[src/rtl/slapfight_rom_loader_if.sv]
// ioctl download stream in, per-region ROM write port and load status out.
interface slapfight_rom_loader_if;
  logic        dn_download;
  logic [7:0]  dn_index;
  logic        dn_wr;
  logic [24:0] dn_addr;
  logic [7:0]  dn_data;
  logic [4:0]  rom_we;
  logic [17:0] rom_addr;
  logic [7:0]  rom_data;
  logic [19:0] byte_count;
  logic [15:0] checksum;
  logic        rom_ready;
  logic        size_error;
  logic        overflow;

  modport master (
    output dn_download, dn_index, dn_wr, dn_addr, dn_data,
    input  rom_we, rom_addr, rom_data, byte_count, checksum,
           rom_ready, size_error, overflow
  );

  modport slave (
    input  dn_download, dn_index, dn_wr, dn_addr, dn_data,
    output rom_we, rom_addr, rom_data, byte_count, checksum,
           rom_ready, size_error, overflow
  );
endinterface

[src/rtl/slapfight_rom_loader.sv]
// Splits the linear index-0 ROM image into region write strobes and tracks
// byte count/checksum so the core can be held in reset until the load is valid.
module slapfight_rom_loader #(
  parameter logic [31:0] MAIN_SZ = 32'h10000,
  parameter logic [31:0] SND_SZ  = 32'h02000,
  parameter logic [31:0] CHR_SZ  = 32'h04000,
  parameter logic [31:0] TIL_SZ  = 32'h20000,
  parameter logic [31:0] SPR_SZ  = 32'h20000
) (
  input logic                  clkm_36MHZ,
  input logic                  RESET_n,
  slapfight_rom_loader_if.slave bus
);

  localparam logic [31:0] SND_BASE = MAIN_SZ;
  localparam logic [31:0] CHR_BASE = SND_BASE + SND_SZ;
  localparam logic [31:0] TIL_BASE = CHR_BASE + CHR_SZ;
  localparam logic [31:0] SPR_BASE = TIL_BASE + TIL_SZ;
  localparam logic [31:0] TOTAL    = SPR_BASE + SPR_SZ;

  typedef enum logic [2:0] {IDLE, LOADING, CHECK, DONE, ERROR} state_t;

  state_t      state;
  logic        dl_q;
  logic        armed;
  logic [4:0]  rom_we;
  logic [17:0] rom_addr;
  logic [7:0]  rom_data;
  logic [19:0] byte_count;
  logic [15:0] checksum;
  logic        rom_ready;
  logic        size_error;
  logic        overflow;

  logic [31:0] addr_c;
  logic [31:0] region_base_c;
  logic [4:0]  region_we_c;
  logic        write_c;
  logic        accept_c;
  logic        over_c;
  logic        rise_c;
  logic        fall_c;
  logic        start_c;

  assign addr_c = 32'(bus.dn_addr);

  // Strict compares: an address equal to a base belongs to the higher region.
  always_comb begin
    region_we_c   = 5'b00000;
    region_base_c = 32'h0;
    if (addr_c < SND_BASE) begin
      region_we_c   = 5'b00001;
      region_base_c = 32'h0;
    end else if (addr_c < CHR_BASE) begin
      region_we_c   = 5'b00010;
      region_base_c = SND_BASE;
    end else if (addr_c < TIL_BASE) begin
      region_we_c   = 5'b00100;
      region_base_c = CHR_BASE;
    end else if (addr_c < SPR_BASE) begin
      region_we_c   = 5'b01000;
      region_base_c = TIL_BASE;
    end else begin
      region_we_c   = 5'b10000;
      region_base_c = SPR_BASE;
    end
  end

  // armed blocks a download level that is already high at reset release.
  assign rise_c   = bus.dn_download && !dl_q && armed;
  assign fall_c   = !bus.dn_download && dl_q;
  assign start_c  = rise_c && (bus.dn_index == 8'd0) && (state != LOADING);
  assign write_c  = (state == LOADING) && bus.dn_wr && (bus.dn_index == 8'd0);
  assign accept_c = write_c && (addr_c < TOTAL);
  assign over_c   = write_c && !(addr_c < TOTAL);

  always_ff @(posedge clkm_36MHZ or negedge RESET_n) begin
    if (!RESET_n) begin
      state      <= IDLE;
      dl_q       <= 1'b0;
      armed      <= 1'b0;
      rom_we     <= 5'b00000;
      rom_addr   <= 18'h0;
      rom_data   <= 8'h0;
      byte_count <= 20'h0;
      checksum   <= 16'h0;
      rom_ready  <= 1'b0;
      size_error <= 1'b0;
      overflow   <= 1'b0;
    end else begin
      dl_q   <= bus.dn_download;
      rom_we <= 5'b00000;
      if (!bus.dn_download) begin
        armed <= 1'b1;
      end

      if (start_c) begin
        state      <= LOADING;
        byte_count <= 20'h0;
        checksum   <= 16'h0;
        overflow   <= 1'b0;
        rom_ready  <= 1'b0;
        size_error <= 1'b0;
      end else begin
        case (state)
          LOADING: begin
            if (accept_c) begin
              rom_we   <= region_we_c;
              rom_addr <= 18'(addr_c - region_base_c);
              rom_data <= bus.dn_data;
              checksum <= checksum + 16'(bus.dn_data);
              if (byte_count != 20'hFFFFF) begin
                byte_count <= byte_count + 20'd1;
              end
            end
            if (over_c) begin
              overflow <= 1'b1;
            end
            // A write sharing the falling-edge cycle is still taken above.
            if (fall_c) begin
              state <= CHECK;
            end
          end
          CHECK: begin
            if ((32'(byte_count) == TOTAL) && !overflow) begin
              state     <= DONE;
              rom_ready <= 1'b1;
            end else begin
              state      <= ERROR;
              size_error <= 1'b1;
              rom_ready  <= 1'b0;
            end
          end
          default: begin
          end
        endcase
      end
    end
  end

  assign bus.rom_we     = rom_we;
  assign bus.rom_addr   = rom_addr;
  assign bus.rom_data   = rom_data;
  assign bus.byte_count = byte_count;
  assign bus.checksum   = checksum;
  assign bus.rom_ready  = rom_ready;
  assign bus.size_error = size_error;
  assign bus.overflow   = overflow;

endmodule

[src/flat_wrapper.sv]
// flat-port wrapper written by rule: the top's interface ports become plain ports
module slapfight_rom_loader_flat 
#(
  parameter logic [31:0] MAIN_SZ = 32'h10000,
  parameter logic [31:0] SND_SZ  = 32'h02000,
  parameter logic [31:0] CHR_SZ  = 32'h04000,
  parameter logic [31:0] TIL_SZ  = 32'h20000,
  parameter logic [31:0] SPR_SZ  = 32'h20000
)
  (clkm_36MHZ, RESET_n, bus_dn_download, bus_dn_index, bus_dn_wr, bus_dn_addr, bus_dn_data, bus_rom_we, bus_rom_addr, bus_rom_data, bus_byte_count, bus_checksum, bus_rom_ready, bus_size_error, bus_overflow);
  slapfight_rom_loader_if bus_i ();
  input logic clkm_36MHZ;
  input logic RESET_n;
  input wire logic [$bits(bus_i.dn_download)-1:0] bus_dn_download;
  input wire logic [$bits(bus_i.dn_index)-1:0] bus_dn_index;
  input wire logic [$bits(bus_i.dn_wr)-1:0] bus_dn_wr;
  input wire logic [$bits(bus_i.dn_addr)-1:0] bus_dn_addr;
  input wire logic [$bits(bus_i.dn_data)-1:0] bus_dn_data;
  output wire logic [$bits(bus_i.rom_we)-1:0] bus_rom_we;
  output wire logic [$bits(bus_i.rom_addr)-1:0] bus_rom_addr;
  output wire logic [$bits(bus_i.rom_data)-1:0] bus_rom_data;
  output wire logic [$bits(bus_i.byte_count)-1:0] bus_byte_count;
  output wire logic [$bits(bus_i.checksum)-1:0] bus_checksum;
  output wire logic [$bits(bus_i.rom_ready)-1:0] bus_rom_ready;
  output wire logic [$bits(bus_i.size_error)-1:0] bus_size_error;
  output wire logic [$bits(bus_i.overflow)-1:0] bus_overflow;
  assign bus_i.dn_download = bus_dn_download;
  assign bus_i.dn_index = bus_dn_index;
  assign bus_i.dn_wr = bus_dn_wr;
  assign bus_i.dn_addr = bus_dn_addr;
  assign bus_i.dn_data = bus_dn_data;
  assign bus_rom_we = bus_i.rom_we;
  assign bus_rom_addr = bus_i.rom_addr;
  assign bus_rom_data = bus_i.rom_data;
  assign bus_byte_count = bus_i.byte_count;
  assign bus_checksum = bus_i.checksum;
  assign bus_rom_ready = bus_i.rom_ready;
  assign bus_size_error = bus_i.size_error;
  assign bus_overflow = bus_i.overflow;
  slapfight_rom_loader #(.MAIN_SZ(MAIN_SZ), .SND_SZ(SND_SZ), .CHR_SZ(CHR_SZ), .TIL_SZ(TIL_SZ), .SPR_SZ(SPR_SZ)) u_core (.clkm_36MHZ(clkm_36MHZ), .RESET_n(RESET_n), .bus(bus_i));
endmodule
[config.mk]
export PLATFORM = sky130hd
export DESIGN_NAME = slapfight_rom_loader_flat
export DESIGN_NICKNAME = d
export VERILOG_FILES = /design/src/rtl/slapfight_rom_loader_if.sv /design/src/rtl/slapfight_rom_loader.sv /design/src/flat_wrapper.sv
export SDC_FILE = /design/constraint.sdc
export NUM_CORES = 1
export LEC_CHECK = 0
export CORE_UTILIZATION = 30
export DETAILED_ROUTE_END_ITERATION = 7
export GPL_TIMING_DRIVEN = 0
export PLACE_DENSITY = 0.61
export REMOVE_ABC_BUFFERS = 1
export SLEW_MARGIN = 20
export SYNTH_ARGS = -nofsm -noshare
export SYNTH_HDL_FRONTEND = slang
export SYNTH_SLANG_ARGS = --single-unit
[constraint.sdc]
create_clock -name clkm_36MHZ -period 2.6 [get_ports clkm_36MHZ]
set_input_delay 0.78 -clock clkm_36MHZ [delete_from_list [all_inputs] [get_ports clkm_36MHZ]]
set_output_delay 0.78 -clock clkm_36MHZ [all_outputs]
set_load 0.05 [all_outputs]
==> flow_summary.ini <==
[synth]
synth.avg_cell_area_um2 = 9.21
dominantRegCellSynth = dfrtp_1
synth_xor_area_share_pct = 2.16
yosys.area_share.simple_pct = 27.0
ys_types = 62
synthAdderAreaFrac_pct = 5.00
ys_seq_elements = 75
synth_mux_area_share_pct = 1.23
synth_top_family_by_area = simple AND/OR/NAND/NOR gates
async_flop_share_pct = 100
netlist_instances = 440
syn_area_um2 = 4050
synth-compound-area-share_pct = 15.1
synth-seq-area-share_pct = 46.3
synth_edf_count = 0
yosys_warnings = 0

[setup_path]
reg2regPathDepth = 6
critPathKind = input pin to flop
setup.worst_path.start_class = input pin
cp-startpoint = bus_dn_addr[24]
max_stage_delay_ns = 0.35
r2r_start = u_core.bus.byte_count[0]$_DFFE_PN0P_
cp_max_fo = 3
r2r-end = u_core.bus.byte_count[13]$_DFFE_PN0P_
endpoint = u_core.bus.rom_addr[17]$_DFFE_PN0P_
cp-end-kind = flop
reg2reg_slack_ns = 0.41
worstPathCellList = dlygate4sd2_1 -> nor4_4 -> nand2_2 -> or2_4 -> nor2_4 -> inv_1 -> fa_2 -> nand2b_1 -> a21oi_2 -> xnor2_1 -> o21ai_0
arrival_ns = 2.75
critPathSlowestCell = nor4_4
cp_data_required_time_ns = 2.81

[clocking]
numCtsBuffers = 9
path_clk_slew_ns = 0.06
cts-hold-fix-buffers = 0
cts_tree = built
clk_latency_ns = 0.34
cts_buffer_depth = 2
cts_max_level = 3
ctsRootBufferMaster = clkbuf_16
cts_sinks = 75

[routing]
detail_route.first_pass.iterations = 4
vias = 3816
routed_wl_mm = 11.7
wl_per_cell_um = 15.6
drcViolationCount = 0
vias_per_cell = 5.07
drt_iter0_drc = 176
drtAntennaViolNets = 0

[floorplan]
die_width_um = 118
die_area_um2 = 14000
die_h_um = 118
initial_core_util_pct = 30.7
coreArea_um2 = 13200
pin_count = 115
fp-row-count = 42

[finish]
area_growth_pct = 50.1
final_layout_size_suffix_gt1_share_pct = 12.5
final_cell_mix = clkdlybuf4s50_1, nand2_1, dfrtp_1
stdcell_count = 752
final_nets = 632
antennaDiodeCount = 0
final_common_cell = clkdlybuf4s50_1

[power]
p_comb_share_pct = 7.4
p_leak_nw = 2.63
clkPwrFrac_pct = 52.3
p_total_mw = 2.97
power_density_nw_per_um2 = 488
switching_share_pct = 21.7
irDropWorstVdd_mv = 0.316
power.internal_mw = 2.32
p_sw_mw = 0.644
seqPwrFrac_pct = 40.3

[placement]
dp.cells = 717
place_hpwl_mm = 7.60
gp_congestion = 0.833
port_buffers = 114

[sta]
relSlewSlack_pct = 64.7
fin_worst_skew_ns = 0.00685
fmax_ghz = 0.393
fin_crit_sh_pct = 97.9
tns_ns = 0
drv_slew = 0
setup_viol = 0
hold_viol_final = 0
finalWorstPathRequiredPeriod_ns = 2.55
holdWs_ns = 0.409
rsz0062_at_grt = yes
tightest_slew_ns = 0.528

[grt]
grt_pass1_vias = 3760
grtUsageTotal_pct = 16.9
antenna_found_initial = 0
grt-ovfl-total = 0
grt_pass1_wl_mm = 18.6
grt_max_degree = 39

[worst_hold_path]
hold_class = input pin to async pin

[run]
maxCapViolations = 0

[status]
status = complete, no violations
## worst min path at each step
stage                             start                                   end  depth (start not counted)
2_1_floorplan  u_core.armed$_DFFE_PN0N_              u_core.armed$_DFFE_PN0N_                          1
3_3_place_gp   u_core.armed$_DFFE_PN0N_              u_core.armed$_DFFE_PN0N_                          1
3_5_place_dp   u_core.armed$_DFFE_PN0N_              u_core.armed$_DFFE_PN0N_                          1
4_1_cts                         RESET_n  u_core.bus.byte_count[4]$_DFFE_PN0P_                          1
5_1_grt                         RESET_n  u_core.bus.byte_count[4]$_DFFE_PN0P_                          1
6_report                        RESET_n  u_core.bus.byte_count[0]$_DFFE_PN0P_                          1
## repair_timing
action                                  4_1_cts  5_1_grt
pin swaps                                    13        8
setup buffers                                10        7
endpoints found under the hold margin         0        0
endpoints found under the setup margin       40       29
cloned                                        1        2
gates resized for setup                      29       19
## registers in the layout, summed over array words and instances (netlist names)
signal                 cells
u_core.state               3
u_core.bus.checksum       16
u_core.armed               1
u_core.dl_q                1
u_core.bus.overflow        1
u_core.bus.size_error      1
u_core.bus.byte_count     20
u_core.bus.rom_we          5
u_core.bus.rom_addr       18
u_core.bus.rom_ready       1
u_core.bus.rom_data        8
## synth_stat cells, drive strengths merged, types with 3 or more instances
cell	count	share of area [%]
and3	10	1.5
o21ai	21	2.6
a21o	3	0.56
a31oi	3	0.46
nand4	5	0.77
nor4	7	1.8
nand3	11	1.5
or4	10	1.9
mux2i	5	1.2
xor2	3	0.65
nand4b	3	0.65
or3	6	0.93
nor2	27	2.5
buf	6	0.96
o31ai	10	1.9
a22o	6	1.3
or2	3	0.46
nor3	11	1.4
and4	4	0.86
nand2	93	8.8
nand2b	12	1.9
ha	13	4.0
a21oi	29	3.6
a211oi	3	0.80
dfrtp	75	46
clkbuf	9	0.83
inv	15	1.4
xnor2	7	1.5
## routing by layer
metal	wire [um]	global-route usage, %
met5	0	0
met4	195	6.49
met3	485	3.86
met2	5720	28.6
met1	5300	20.9
## through the flow
stage | util [%] | setup slack [ns] | instance area, um^2
CTS | 45.1 | 0.000671 | 5940
finish | 46.1 | 0.0549 | 6080
global placement | 40.5 | -2.46 | 5340
detailed placement | 40.9 | -1.07 | 5390
floorplan | - | -0.562 | 3980
global route | 46.1 | -0.0611 | 6080
## power by group through the flow
stage	logic (mW)	clock network, mW	registers [mW]
after CTS	0.214	1.58	1.20
after global placement	0.197	0	1.22
after global routing	0.244	1.63	1.20
final	0.221	1.55	1.20
after detailed placement	0.204	0	1.22
after floorplan	0.0711	0	1.22
## worst max-delay path: cells and delay by family
kind	cells	cell delay [ns]
buffers and inverters	2	0.31
adder cells (fa/ha/maj)	1	0.35
AO/OA/AOI/OAI	2	0.16
AND/OR/NAND/NOR	5	1.00
XOR/XNOR	1	0.14
## logic make-up after synthesis
family,after synthesis
flops,75
compound gates,92
fa+ha+maj,15
xor+xnor,10
simple gates,213
mux,5
buf+inv,30
## area by class of cell
class | instances | area [um^2]
Multi-Input combinational cell | 338 | 2250
Timing Repair Buffer | 133 | 1320
Fill cell | 1254 | 7110
Clock inverter | 6 | 138
Sequential cell | 75 | 1880
Tap cell | 176 | 220
Inverter | 15 | 56.3
Clock buffer | 9 | 225
Power figures use the tool's default switching activity.
